`src/rtl/load_store_unit_if.sv`:
```
// Data-memory port of the load/store unit: request/grant handshake plus read-response channel.
interface load_store_unit_if;
    logic        mem_req;
    logic        mem_we;
    logic [31:0] mem_addr;
    logic [3:0]  mem_wstrb;
    logic [31:0] mem_wdata;
    logic        mem_gnt;
    logic        mem_rvalid;
    logic [31:0] mem_rdata;

    modport master (
        output mem_req, mem_we, mem_addr, mem_wstrb, mem_wdata,
        input  mem_gnt, mem_rvalid, mem_rdata
    );

    modport slave (
        input  mem_req, mem_we, mem_addr, mem_wstrb, mem_wdata,
        output mem_gnt, mem_rvalid, mem_rdata
    );
endinterface

```
`src/rtl/load_store_unit.sv`:
```
// RV32I load/store unit: one request/grant/response memory transaction per start, store alignment, load extension.
// Latency: store 2 cycles, load 3 cycles, illegal/misaligned 1 cycle; each cycle without grant or rvalid adds one.
// Backpressure: request held stable until mem_gnt; watchdog aborts with err after TIMEOUT cycles in REQ+WAIT.
module load_store_unit #(
    parameter int unsigned TIMEOUT = 255
) (
    input  logic              clk,
    input  logic              rst,
    input  logic              start,
    input  logic [4:0]        opcode,
    input  logic [2:0]        func3,
    input  logic [31:0]       addr,
    input  logic [31:0]       store_data,
    output logic              busy,
    output logic              done,
    output logic              err,
    output logic [31:0]       load_data,
    load_store_unit_if.master mem_bus
);
    localparam logic [4:0] OP_LOAD  = 5'b00000;
    localparam logic [4:0] OP_STORE = 5'b01000;
    localparam int         CW       = (TIMEOUT > 1) ? $clog2(TIMEOUT) : 1;
    localparam logic [CW-1:0] WD_LAST = CW'(TIMEOUT - 1);

    typedef enum logic [1:0] {IDLE, REQ, WAIT, DONE} state_t;

    typedef struct packed {
        logic       is_load;
        logic [2:0] f3;
        logic [1:0] off;
    } lat_t;

    state_t        state;
    lat_t          lat;
    logic [CW-1:0] cnt;

    logic        is_load_op;
    logic        is_store_op;
    logic        legal;
    logic        misaligned;
    logic [3:0]  st_strb;
    logic [31:0] st_data;
    logic [7:0]  ld_byte;
    logic [15:0] ld_half;
    logic [31:0] ld_ext;
    logic        wd_expire;

    always_comb begin
        is_load_op  = (opcode == OP_LOAD);
        is_store_op = (opcode == OP_STORE);
        legal       = 1'b0;
        if (is_load_op)
            legal = func3 inside {3'b000, 3'b001, 3'b010, 3'b100, 3'b101};
        else if (is_store_op)
            legal = func3 inside {3'b000, 3'b001, 3'b010};
        misaligned = ((func3[1:0] == 2'b01) && addr[0]) ||
                     ((func3[1:0] == 2'b10) && (addr[1:0] != 2'b00));

        st_strb = 4'b0000;
        st_data = '0;
        case (func3[1:0])
            2'b00: begin
                st_strb = 4'b0001 << addr[1:0];
                st_data = {4{store_data[7:0]}};
            end
            2'b01: begin
                st_strb = 4'b0011 << {addr[1], 1'b0};
                st_data = {2{store_data[15:0]}};
            end
            default: begin
                st_strb = 4'b1111;
                st_data = store_data;
            end
        endcase
    end

    // Extraction uses the latched offset/width, never the live core inputs.
    always_comb begin
        ld_byte = mem_bus.mem_rdata[{lat.off, 3'b000} +: 8];
        ld_half = mem_bus.mem_rdata[{lat.off[1], 4'b0000} +: 16];
        case (lat.f3)
            3'b000:  ld_ext = {{24{ld_byte[7]}}, ld_byte};
            3'b001:  ld_ext = {{16{ld_half[15]}}, ld_half};
            3'b100:  ld_ext = {24'h0, ld_byte};
            3'b101:  ld_ext = {16'h0, ld_half};
            default: ld_ext = mem_bus.mem_rdata;
        endcase
        wd_expire = (TIMEOUT != 0) && (cnt == WD_LAST);
    end

    always_ff @(posedge clk or posedge rst) begin
        if (rst) begin
            state             <= IDLE;
            lat               <= '0;
            cnt               <= '0;
            busy              <= 1'b0;
            done              <= 1'b0;
            err               <= 1'b0;
            load_data         <= '0;
            mem_bus.mem_req   <= 1'b0;
            mem_bus.mem_we    <= 1'b0;
            mem_bus.mem_addr  <= '0;
            mem_bus.mem_wstrb <= '0;
            mem_bus.mem_wdata <= '0;
        end else begin
            done <= 1'b0;
            err  <= 1'b0;
            case (state)
                IDLE: begin
                    if (start) begin
                        lat  <= '{is_load: is_load_op, f3: func3, off: addr[1:0]};
                        busy <= 1'b1;
                        if (!legal || misaligned) begin
                            state <= DONE;
                            done  <= 1'b1;
                            err   <= 1'b1;
                        end else begin
                            state             <= REQ;
                            cnt               <= '0;
                            mem_bus.mem_req   <= 1'b1;
                            mem_bus.mem_we    <= is_store_op;
                            mem_bus.mem_addr  <= {addr[31:2], 2'b00};
                            mem_bus.mem_wstrb <= is_store_op ? st_strb : 4'b0000;
                            mem_bus.mem_wdata <= is_store_op ? st_data : 32'h0;
                        end
                    end
                end
                REQ: begin
                    cnt <= cnt + 1'b1;
                    // A grant in the expiry cycle still completes the transfer.
                    if (mem_bus.mem_gnt) begin
                        mem_bus.mem_req <= 1'b0;
                        if (lat.is_load) begin
                            state <= WAIT;
                        end else begin
                            state <= DONE;
                            done  <= 1'b1;
                        end
                    end else if (wd_expire) begin
                        mem_bus.mem_req <= 1'b0;
                        state           <= DONE;
                        done            <= 1'b1;
                        err             <= 1'b1;
                    end
                end
                WAIT: begin
                    cnt <= cnt + 1'b1;
                    if (mem_bus.mem_rvalid) begin
                        load_data <= ld_ext;
                        state     <= DONE;
                        done      <= 1'b1;
                    end else if (wd_expire) begin
                        state <= DONE;
                        done  <= 1'b1;
                        err   <= 1'b1;
                    end
                end
                DONE: begin
                    state <= IDLE;
                    busy  <= 1'b0;
                end
                default: begin
                    state <= IDLE;
                    busy  <= 1'b0;
                end
            endcase
        end
    end
endmodule

```
`src/flat_wrapper.sv`:
```
// flat-port wrapper written by rule: the top's interface ports become plain ports
module load_store_unit_flat 
#(
    parameter int unsigned TIMEOUT = 255
)
  (clk, rst, start, opcode, func3, addr, store_data, busy, done, err, load_data, mem_bus_mem_req, mem_bus_mem_we, mem_bus_mem_addr, mem_bus_mem_wstrb, mem_bus_mem_wdata, mem_bus_mem_gnt, mem_bus_mem_rvalid, mem_bus_mem_rdata);
  load_store_unit_if mem_bus_i ();
  input  logic clk;
  input  logic rst;
  input  logic start;
  input  logic [4:0] opcode;
  input  logic [2:0] func3;
  input  logic [31:0] addr;
  input  logic [31:0] store_data;
  output logic busy;
  output logic done;
  output logic err;
  output logic [31:0] load_data;
  output wire logic [$bits(mem_bus_i.mem_req)-1:0] mem_bus_mem_req;
  output wire logic [$bits(mem_bus_i.mem_we)-1:0] mem_bus_mem_we;
  output wire logic [$bits(mem_bus_i.mem_addr)-1:0] mem_bus_mem_addr;
  output wire logic [$bits(mem_bus_i.mem_wstrb)-1:0] mem_bus_mem_wstrb;
  output wire logic [$bits(mem_bus_i.mem_wdata)-1:0] mem_bus_mem_wdata;
  input wire logic [$bits(mem_bus_i.mem_gnt)-1:0] mem_bus_mem_gnt;
  input wire logic [$bits(mem_bus_i.mem_rvalid)-1:0] mem_bus_mem_rvalid;
  input wire logic [$bits(mem_bus_i.mem_rdata)-1:0] mem_bus_mem_rdata;
  assign mem_bus_mem_req = mem_bus_i.mem_req;
  assign mem_bus_mem_we = mem_bus_i.mem_we;
  assign mem_bus_mem_addr = mem_bus_i.mem_addr;
  assign mem_bus_mem_wstrb = mem_bus_i.mem_wstrb;
  assign mem_bus_mem_wdata = mem_bus_i.mem_wdata;
  assign mem_bus_i.mem_gnt = mem_bus_mem_gnt;
  assign mem_bus_i.mem_rvalid = mem_bus_mem_rvalid;
  assign mem_bus_i.mem_rdata = mem_bus_mem_rdata;
  load_store_unit #(.TIMEOUT(TIMEOUT)) u_core (.clk(clk), .rst(rst), .start(start), .opcode(opcode), .func3(func3), .addr(addr), .store_data(store_data), .busy(busy), .done(done), .err(err), .load_data(load_data), .mem_bus(mem_bus_i));
endmodule
```
`config.mk`:
```
export PLATFORM = sky130hd
export DESIGN_NAME = load_store_unit_flat
export DESIGN_NICKNAME = d
export VERILOG_FILES = /design/src/rtl/load_store_unit_if.sv /design/src/rtl/load_store_unit.sv /design/src/flat_wrapper.sv
export SDC_FILE = /design/constraint.sdc
export NUM_CORES = 1
export LEC_CHECK = 0
export CELL_PAD_IN_SITES_DETAIL_PLACEMENT = 0
export CELL_PAD_IN_SITES_GLOBAL_PLACEMENT = 1
export CORE_ASPECT_RATIO = 0.7
export CORE_MARGIN = 1
export CORE_UTILIZATION = 33
export DETAILED_ROUTE_END_ITERATION = 10
export PLACE_DENSITY_LB_ADDON = 0.25
export RECOVER_POWER = 25
export SYNTH_ARGS = -nofsm -noshare
export SYNTH_HDL_FRONTEND = slang
export SYNTH_SLANG_ARGS = --single-unit
```
`constraint.sdc`:
```
create_clock -name clk -period 5.1 [get_ports clk]
set_input_delay 1.275 -clock clk [delete_from_list [all_inputs] [get_ports clk]]
set_output_delay 1.275 -clock clk [all_outputs]
set_load 0.03 [all_outputs]
```
==> results of run 1 <==
-- registers in the layout, summed over array words and instances, names as in the netlist --
register                  flops
u_core.busy                   1
u_core.cnt                    8
u_core.done                   1
u_core.err                    1
u_core.lat                    6
u_core.load_data             32
u_core.mem_bus.mem_addr      30
u_core.mem_bus.mem_req        1
u_core.mem_bus.mem_wdata     32
u_core.mem_bus.mem_we         1
u_core.mem_bus.mem_wstrb      4
u_core.state                  2
-- final cells by class --
cell class | instances | area share, %
Tap cell | 225 | 3.26
Clock inverter | 13 | 1.42
Multi-Input combinational cell | 402 | 29.8
Sequential cell | 119 | 34.5
Inverter | 13 | 0.565
Timing Repair Buffer | 218 | 25.2
Clock buffer | 19 | 5.25
-- cells in the mapped netlist (2+ instances only) --
master                     count  area share, %
sky130_fd_sc_hd__o21ai_0      41            3.6
sky130_fd_sc_hd__inv_1        13           0.85
sky130_fd_sc_hd__clkbuf_1     21            1.4
sky130_fd_sc_hd__ha_1          6            1.3
sky130_fd_sc_hd__nor2_1       33            2.2
sky130_fd_sc_hd__buf_6         2           0.39
sky130_fd_sc_hd__nor3_1        2           0.17
sky130_fd_sc_hd__mux2_2       26            5.1
sky130_fd_sc_hd__nand3b_1      3           0.39
sky130_fd_sc_hd__or2_2         8           0.87
sky130_fd_sc_hd__mux2_1        4           0.78
sky130_fd_sc_hd__or3_1        15            1.6
sky130_fd_sc_hd__and3_1        2           0.22
sky130_fd_sc_hd__buf_1         3           0.20
sky130_fd_sc_hd__o311ai_1      2           0.30
sky130_fd_sc_hd__a21oi_1      55            4.8
sky130_fd_sc_hd__a31oi_1       3           0.33
sky130_fd_sc_hd__a22o_1        9            1.4
sky130_fd_sc_hd__or4_1         2           0.26
sky130_fd_sc_hd__o21ai_2       7            1.1
sky130_fd_sc_hd__o21ai_1       2           0.17
sky130_fd_sc_hd__and2_1        2           0.22
sky130_fd_sc_hd__dfrtp_1     119             52
sky130_fd_sc_hd__buf_2         9           0.78
sky130_fd_sc_hd__nand3_1      13            1.1
sky130_fd_sc_hd__nor2b_1       3           0.33
sky130_fd_sc_hd__a21o_1        6           0.78
sky130_fd_sc_hd__mux2i_1      28            4.9
sky130_fd_sc_hd__o22ai_1      17            1.8
sky130_fd_sc_hd__nand2_1      61            4.0
sky130_fd_sc_hd__buf_4         2           0.26
sky130_fd_sc_hd__nand2b_1     13            1.4
sky130_fd_sc_hd__o31ai_1      10            1.3
sky130_fd_sc_hd__o211ai_1     13            1.7
-- worst paths after layout --
check	start	end	cells past startpoint
setup / recovery	rst	u_core.state[1]	2
hold / removal	u_core.mem_bus.mem_wdata[8]	u_core.mem_bus.mem_wdata[8]	2
setup reg to reg	u_core.state[0]	u_core.mem_bus.mem_wdata[13]	6
hold reg to reg	u_core.mem_bus.mem_wdata[8]	u_core.mem_bus.mem_wdata[8]	2
max in group clk	start	u_core.mem_bus.mem_wdata[13]	5
min in group asynchronous	rst	u_core.load_data[26]	2
-- metrics by stage --
| step | util [%] | total power, mW | instances | hold WS, ns | setup slack, ns |
|---|---|---|---|---|---|
| after floorplan | - | 2.48 | 571 | 0.443 | 0.668 |
| after global placement | 48.3 | 3.18 | 977 | 0.463 | 1.43 |
| after detailed placement | 48.3 | 3.22 | 977 | 0.464 | 1.34 |
| after CTS | 51.8 | 4.39 | 1009 | 0.477 | 1.78 |
| after global routing | 51.7 | 4.61 | 1009 | 0.513 | 0.786 |
| final | 51.7 | 4.36 | 1009 | 0.475 | 1.38 |
-- metal layers --
layer	share of wire, %	vias up
met3	10	22
met4	1.4	0
met5	0	-
met1	44	2461
met2	45	191
li1	-	2440
-- power breakdown --
group / internal, mW / switching (mW) / leakage, nW / total (mW)
clock: 0.700 / 0.460 / 0.284 / 1.16
combinational: 0.734 / 1.07 / 1.85 / 1.80
sequential: 1.19 / 0.210 / 1.55 / 1.40
total: 2.62 / 1.74 / 3.69 / 4.36
-- cell families after synthesis --
| kind of cell | count (synthesis) | synth area share, % |
|---|---|---|
| adders and majority gates | 6 | 1.30 |
| DFF | 119 | 51.7 |
| AOI/OAI and AO/OA | 174 | 18.8 |
| muxes | 58 | 10.7 |
| other | 1 | 0.0652 |
| buffers and inverters | 50 | 3.85 |
| and+or+nand+nor | 162 | 13.5 |
==> run summary, run 1 <==
STATUS
-------------------------------------------------------------------------------------------------
Result of the run                                                                    finished with violations
Failing checks                                                                       max-capacitance violations, max-slew violations

SETUP PATH
-------------------------------------------------------------------------------------------------
Data arrival time at the worst-slack endpoint                                             3.68 ns
Peak per-stage delay on the critical path                                                 1.84 ns
Startpoint type of the worst setup path                                              primary input
Kind of critical path                                                                primary input to async pin
Sum of buffers and inverters on the critical path                                               2
Critical-path cell with the highest stage delay                                      sky130_fd_sc_hd__inv_1
WP data required                                                                          5.06 ns
CP Max Fanout                                                                                  66
Reg2reg setup slack                                                                       2.21 ns
Endpoint class of the critical path                                                     async pin
List of cells traversed by the critical path                                         dlygate4sd3_1 > inv_1
Largest delay share family, worst path                                               buffers and inverters

SYNTHESIS
-------------------------------------------------------------------------------------------------
Post-synth EDFFs                                                                                0
Count of state elements after synthesis                                                       119
Post-synthesis cell count                                                                     570
Top_reg_cell synth                                                                   sky130_fd_sc_hd__dfrtp_1
Post-Synthesis Mean Instance Area                                                      10.1 sq um
Number of distinct library cell variants in the gate-level netlist after synthesis             49
Number of warnings printed during yosys synthesis                                               0
Netlist area before placement                                                          5760 sq um
Sequential element share of the synthesized area                                            51.7%
Proportion of synthesized flip-flops having asynchronous set or reset                        100%

CLOCK TREE
-------------------------------------------------------------------------------------------------
H-tree lvl count                                                                                4
Clock latency on the worst-skew pair                                                      0.42 ns
Buffers inserted during post-CTS setup optimization                                             0
Clk sink count                                                                                119
Max clock buf depth                                                                             2
Resized Gates After CTS                                                                         0
TritonCTS clock tree                                                                         done
Reg clk slew, reported paths                                                              0.06 ns
Number of buffers inserted during clock tree synthesis                                         17
Clock root buffer                                                                    sky130_fd_sc_hd__clkbuf_16
# hold bufs at CTS                                                                              0

PLACEMENT
-------------------------------------------------------------------------------------------------
Port bufs                                                                                     211
Final Wtd Congestion                                                                        0.834
Placed inst area                                                                       8070 sq um
Detailed Place HPWL                                                                       12.9 mm

TIMING
-------------------------------------------------------------------------------------------------
Total negative slack                                                                         0 ns
Total count of max-transition violations in the final report                                   66
Number of failing hold endpoints at the final stage                                             0
Worst Max-Slew Pin Slew                                                                   2.61 ns
Final cycle utilization of the critical path                                                72.9%
Final Setup Violations                                                                          0
Setup repair after global routing missed its margin                                         false
Max_slew headroom                                                                          -74.3%
Clock period minus worst slack                                                            3.72 ns
Clock skew after layout                                                                0.00866 ns
Max Clk Rate                                                                            0.269 GHz

CELLS AND AREA
-------------------------------------------------------------------------------------------------
Final-stage net count                                                                         886
Footprint of the multi-input gates                                                     2570 sq um
Most common library cell in the layout ignoring fill and taps                        sky130_fd_sc_hd__clkdlybuf4s50_1
Most used cells in the layout excluding fill and tap cells                           sky130_fd_sc_hd__clkdlybuf4s50_1, sky130_fd_sc_hd__dfrtp_1, sky130_fd_sc_hd__nand2_1, sky130_fd_sc_hd__a21oi_1, sky130_fd_sc_hd__o21ai_0
Antenna diode count                                                                             0
Share of cells above drive strength 1                                                       10.8%
Fill count                                                                                   1529
Register area                                                                          2980 sq um
Layout-stage area growth over the synthesis result                                          49.9%
Post-route standard cell area excluding fillers                                        8630 sq um

GLOBAL ROUTE
-------------------------------------------------------------------------------------------------
GR Util met1                                                                                26.8%
Overall overflow remaining after global route                                                   0
First-pass GRT wire length                                                                29.0 mm
GRT Overall Usage                                                                           20.8%
Met2 routing resource usage after global routing                                            31.6%
Pin count of the biggest net entering global routing                                           67
Global-route layer with the greatest usage                                                   met2
Global routing met3 resource utilization                                                    8.68%
Antenna violations before repair                                                                0
Via count of the first global-routing pass                                                   5411

FLOORPLAN
-------------------------------------------------------------------------------------------------
Starting Density                                                                            34.5%
Ports                                                                                         214
Die width                                                                             160 microns
Floorplan core area                                                                   16700 sq um
Site row count                                                                                 39
Area of the die                                                                       18000 sq um
Die height                                                                            112 microns

DRT
-------------------------------------------------------------------------------------------------
First DRT Iteration DRCs                                                                      246
Detailed-routing iteration count for the pre-antenna-repair pass                                4
DRC violation count after routing                                                               0
Post-DRT Antenna Nets                                                                           0
Routed WL per cell                                                                   17.5 microns
Via density per instance                                                                     5.07
Routed Wire Length                                                                        17.7 mm
Vias                                                                                         5114

JOB
-------------------------------------------------------------------------------------------------
Number of maximum-capacitance constraint violations                                             1

HOLD PATH
-------------------------------------------------------------------------------------------------
Type of the tightest min-delay check                                                 flop to flop

POWER AND IR DROP
-------------------------------------------------------------------------------------------------
Cell area power density                                                               505 nW/um^2
Pleak                                                                                     3.69 nW
IR Drop Worst-Case VDD                                                                 0.000222 V

Note: power is estimated with default switching activity, not from simulation.
==> run 2: changes to the inputs <==
clock period = 3.55 ns   (was 5.1 ns; I/O delays follow)
==> run summary, run 2 (synthesis results as in run 1) <==
STATUS
--------------------------------------------------------------------------------
Result of the run                                                   finished with violations
Failing checks                                                      max-capacitance violations, max-slew violations

POWER AND IR DROP
--------------------------------------------------------------------------------
Overall Power                                                            6.29 mW
IR Drop Worst-Case VDD                                                0.000362 V
Cell area power density                                              726 nW/um^2
Pleak                                                                    3.69 nW

PLACEMENT
--------------------------------------------------------------------------------
Cell total after placement                                                   980
Detailed Place HPWL                                                      13.2 mm
Final Wtd Congestion                                                       0.860
Port bufs                                                                    211
Placed inst area                                                      8100 sq um

CLOCK TREE
--------------------------------------------------------------------------------
Reg clk slew, reported paths                                             0.06 ns
Clock latency on the worst-skew pair                                     0.42 ns
# hold bufs at CTS                                                             0
Clock root buffer                                                   sky130_fd_sc_hd__clkbuf_16
Max clock buf depth                                                            2
Number of buffers inserted during clock tree synthesis                        17
Resized Gates After CTS                                                        0
Buffers inserted during post-CTS setup optimization                            0
Clk sink count                                                               119
H-tree lvl count                                                               4
TritonCTS clock tree                                                        done

TIMING
--------------------------------------------------------------------------------
Max Clk Rate                                                           0.349 GHz
Number of failing hold endpoints at the final stage                            0
Worst Max-Slew Pin Slew                                                  1.67 ns
Clock period minus worst slack                                           2.86 ns
Final cycle utilization of the critical path                               80.7%
Final Setup Violations                                                         0
Total count of max-transition violations in the final report                 120
Total negative slack                                                        0 ns
Setup repair after global routing missed its margin                        false
Clock skew after layout                                                0.0114 ns
Max_slew headroom                                                         -11.6%

FLOORPLAN
--------------------------------------------------------------------------------
Site row count                                                                39
Floorplan core area                                                  16700 sq um
Ports                                                                        214
Area of the die                                                      18000 sq um
Starting Density                                                           34.5%
Die width                                                            160 microns
Die height                                                           112 microns

DRT
--------------------------------------------------------------------------------
Routed WL per cell                                                  18.1 microns
Post-DRT Antenna Nets                                                          0
Vias                                                                        5185
Detailed-routing iteration count for the pre-antenna-repair pass               5
First DRT Iteration DRCs                                                     335
Routed Wire Length                                                       18.3 mm
DRC violation count after routing                                              0
Via density per instance                                                    5.12

SETUP PATH
--------------------------------------------------------------------------------
Startpoint type of the worst setup path                             primary input
Data arrival time at the worst-slack endpoint                            3.16 ns
WP data required                                                         3.85 ns
CP Max Fanout                                                                 10
Kind of critical path                                               primary input to flop
Endpoint class of the critical path                                         flop

CELLS AND AREA
--------------------------------------------------------------------------------
Post-route standard cell area excluding fillers                       8660 sq um
Fill count                                                                  1510
Final-stage net count                                                        889
Antenna diode count                                                            0
Layout-stage area growth over the synthesis result                         50.4%
Most used cells in the layout excluding fill and tap cells          sky130_fd_sc_hd__clkdlybuf4s50_1, sky130_fd_sc_hd__dfrtp_1, sky130_fd_sc_hd__nand2_1, sky130_fd_sc_hd__a21oi_1, sky130_fd_sc_hd__o21ai_0
Final standard cell utilization of the core                                51.9%
Most common library cell in the layout ignoring fill and taps       sky130_fd_sc_hd__clkdlybuf4s50_1
Registers with the most flip-flops                                  u_core.load_data (32), u_core.mem_bus.mem_wdata (32), u_core.mem_bus.mem_addr (30)
Final standard cell count with taps included and fillers excluded           1012
Share of cells above drive strength 1                                      11.6%

HOLD PATH
--------------------------------------------------------------------------------
Type of the tightest min-delay check                                flop to flop

GLOBAL ROUTE
--------------------------------------------------------------------------------
Overall overflow remaining after global route                                  0
Via count of the first global-routing pass                                  5389
Antenna violations before repair                                               0
GRT Overall Usage                                                          21.3%
Pin count of the biggest net entering global routing                         120
First-pass GRT wire length                                               29.5 mm

JOB
--------------------------------------------------------------------------------
Number of maximum-capacitance constraint violations                            1

## run 2: layout make-up
class | count | area [sq um] | area share (%)
clock buffer | 17 | 425 | 4.91
clock inverter | 15 | 143 | 1.65
inverter | 13 | 52.6 | 0.607
multi-input combinational | 402 | 2580 | 29.8
sequential | 119 | 2980 | 34.4
tap | 225 | 282 | 3.25
timing repair buffer | 221 | 2200 | 25.4
## run 2: per-layer routing
metal / routed length [microns] / global-route usage, % / vias up / part of all wire [%]
met5: 0 / 0 / - / 0
li1: - / - / 2453 / -
met3: 1590 / 8.31 / 12 / 8.7
met4: 138 / 5.33 / 0 / 0.75
met1: 8220 / 28.1 / 2516 / 45
met2: 8390 / 32.7 / 204 / 46
## run 2: final timing paths
path / from / to / slack, ns / cells after the start
max in group asynchronous: rst / u_core.load_data[12] / 0.91 / 3
min: u_core.mem_bus.mem_wdata[30] / u_core.mem_bus.mem_wdata[30] / 0.48 / 2
max: opcode[4] / u_core.cnt[4] / 0.69 / 5
min reg2reg: u_core.mem_bus.mem_wdata[30] / u_core.mem_bus.mem_wdata[30] / 0.48 / 2
max reg2reg: u_core.lat[1] / u_core.load_data[29] / 0.84 / 4
min in group asynchronous: rst / u_core.load_data[23] / 1.54 / 3
## run 2: critical path, stage by stage
cell and delay (ns):
sky130_fd_sc_hd__clkdlybuf4s50_1 0.42, sky130_fd_sc_hd__nor4_1 0.70, sky130_fd_sc_hd__o211ai_2 0.39, sky130_fd_sc_hd__o21a_1 0.40, sky130_fd_sc_hd__o311ai_1 0.35
## run 2: power breakdown
group | internal (mW) | switching (mW)
clock network | 0.974 | 0.682
registers | 1.70 | 0.318
logic | 1.07 | 1.54
total | 3.74 | 2.54
## run 2: through the flow
step | hold WS [ns] | setup WS [ns]
after floorplan | 0.443 | 1.21
after global placement | 0.463 | 0.468
after detailed placement | 0.472 | 0.277
after CTS | 0.486 | 0.705
after global routing | 0.516 | 0.608
final | 0.477 | 0.686
==> run 3: changes to the inputs <==
CORE_UTILIZATION = 30   (was 33)
clock period = 2.39 ns   (was 3.55 ns; I/O delays follow)
==> run summary, run 3 (synthesis results as in run 1) <==
SETUP PATH
--------------------------------------------------------------------------------
Worst r2r src                                                       u_core.state[0]
Critical-path cell with the highest stage delay                     sky130_fd_sc_hd__clkdlybuf4s50_1
Data arrival time at the worst-slack endpoint                            1.50 ns
Source of the critical timing path                                  u_core.mem_bus.mem_wdata[23]
Largest delay share family, worst path                              buffers and inverters
WP data required                                                         1.79 ns
Endpoint class of the critical path                                   output pin
Kind of critical path                                               flop to output pin
Peak per-stage delay on the critical path                                0.69 ns
CP Max Fanout                                                                  2
Startpoint type of the worst setup path                                     flop
Logic depth of the worst register-to-register path                             5
List of cells traversed by the critical path                        clkdlybuf4s50_1
Number of cells on the critical path                                           1
Sum of buffers and inverters on the critical path                              1

CELLS AND AREA
--------------------------------------------------------------------------------
Most used cells in the layout excluding fill and tap cells          sky130_fd_sc_hd__clkdlybuf4s50_1, sky130_fd_sc_hd__dfrtp_1, sky130_fd_sc_hd__nand2_1, sky130_fd_sc_hd__a21oi_1, sky130_fd_sc_hd__o21ai_0
Final standard cell utilization of the core                                48.2%
Most common library cell in the layout ignoring fill and taps       sky130_fd_sc_hd__clkdlybuf4s50_1
Final standard cell count with taps included and fillers excluded           1042
Antenna diode count                                                            0
Layout-stage area growth over the synthesis result                         54.2%
Registers with the most flip-flops                                  u_core.load_data (32), u_core.mem_bus.mem_wdata (32), u_core.mem_bus.mem_addr (30)
Fill count                                                                  1705
Share of cells above drive strength 1                                      13.5%
Final-stage net count                                                        908
Register area                                                         2980 sq um
Footprint of the multi-input gates                                    2580 sq um

DRT
--------------------------------------------------------------------------------
DRC violation count after routing                                              0
Post-DRT Antenna Nets                                                          0
Routed WL per cell                                                  17.3 microns
Vias                                                                        5211
Routed Wire Length                                                       18.0 mm
Detailed-routing iteration count for the pre-antenna-repair pass               4
Via density per instance                                                    5.00
First DRT Iteration DRCs                                                     324

PLACEMENT
--------------------------------------------------------------------------------
Detailed Place HPWL                                                      13.4 mm
Cell total after placement                                                  1010
Port bufs                                                                    211
Final Wtd Congestion                                                       0.861
Setup Slack @ Placement                                               -0.0989 ns

FLOORPLAN
--------------------------------------------------------------------------------
Site row count                                                                41
Area of the die                                                      19800 sq um
Die height                                                           118 microns
Ports                                                                        214
Floorplan core area                                                  18400 sq um
Starting Density                                                           31.3%
Die width                                                            168 microns

CLOCK TREE
--------------------------------------------------------------------------------
Clock latency on the worst-skew pair                                     0.42 ns
H-tree lvl count                                                               4
Reg clk slew, reported paths                                             0.06 ns
# hold bufs at CTS                                                             0
Buffers inserted during post-CTS setup optimization                            0
Clk sink count                                                               119
Resized Gates After CTS                                                        0
Max clock buf depth                                                            2
TritonCTS clock tree                                                        done
Clock root buffer                                                   sky130_fd_sc_hd__clkbuf_16
Number of buffers inserted during clock tree synthesis                        17

TIMING
--------------------------------------------------------------------------------
Final cycle utilization of the critical path                               87.8%
Clock period minus worst slack                                           2.10 ns
Worst hold slack                                                        0.473 ns
Worst Max-Slew Pin Slew                                                  1.27 ns
Total count of max-transition violations in the final report                   0
Setup repair after global routing missed its margin                        false
Max Clk Rate                                                           0.476 GHz
Crit path setup slack, layout                                           0.291 ns
Number of failing hold endpoints at the final stage                            0
Final Setup Violations                                                         0
Clock skew after layout                                               0.00798 ns
Max_slew headroom                                                          15.4%

HOLD PATH
--------------------------------------------------------------------------------
Start point of the worst hold path                                  u_core.load_data[4]
Type of the tightest min-delay check                                flop to flop
Min-Delay Path Depth                                                           2

POWER AND IR DROP
--------------------------------------------------------------------------------
Pleak                                                                    3.82 nW
Overall Power                                                            9.55 mW
IR Drop Worst-Case VDD                                                0.000378 V
Cell area power density                                             1080 nW/um^2

GLOBAL ROUTE
--------------------------------------------------------------------------------
Pin count of the biggest net entering global routing                          90
Overall overflow remaining after global route                                  0
Via count of the first global-routing pass                                  5423
Antenna violations before repair                                               0
GRT Overall Usage                                                          18.9%
First-pass GRT wire length                                               29.1 mm

JOB
--------------------------------------------------------------------------------
Number of maximum-capacitance constraint violations                            0

STATUS
--------------------------------------------------------------------------------
Result of the run                                                   finished clean

[run 3: cell types whose count changed in the layout (fill, tap and decap cells not counted), sizes merged]
cell	before	now
buf	9	27
bufinv	1	3
clkbuf	18	20
clkdlybuf4s50	209	210
clkinv	3	9
clkinvlp	6	2
dlygate4sd3	2	1
inv	18	13
[run 3: layout make-up]
type | count | share of cell area, %
sequential | 119 | 33.6
clock inverter | 14 | 2.00
timing repair buffer | 240 | 26.7
inverter | 13 | 0.564
multi-input combinational | 402 | 29.1
clock buffer | 18 | 4.84
tap | 236 | 3.33
[run 3: tightest hold or removal path: cells and delay by family, from the launching register on]
family          cells  cell delay (ns)
compound gates      1             0.05
flops               1             0.34
simple gates        1             0.05
[run 3: path summary, 6_finish.rpt]
path,slack (ns),end
max in group asynchronous,0.43,u_core.mem_bus.mem_addr[24]
min,0.47,u_core.load_data[4]
max,0.29,mem_bus_mem_wdata[23]
min reg2reg,0.47,u_core.load_data[4]
min in group asynchronous,0.91,u_core.mem_bus.mem_addr[16]
max reg2reg,0.43,u_core.cnt[6]
[run 3: stage by stage]
stage / setup TNS, ns / cell area, sq um
final: 0 / 8870
after global routing: 0 / 8870
after CTS: 0 / 8890
after detailed placement: -2.45 / 8280
after global placement: -0.230 / 8280
after floorplan: 0 / 5760
[run 3: metal layers]
| metal | GRT usage [%] | wire (microns) | up-vias |
|---|---|---|---|
| li1 | - | - | 2486 |
| met1 | 25.7 | 8400 | 2531 |
| met2 | 27.8 | 7860 | 174 |
| met3 | 6.86 | 1510 | 20 |
| met4 | 5.56 | 261 | 0 |
| met5 | 0 | 0 | - |
[run 3: report_power, final]
part	switching [mW]	internal, mW	total, mW
clock network	0.979	1.65	2.63
registers	0.381	2.53	2.91
logic	2.37	1.65	4.01
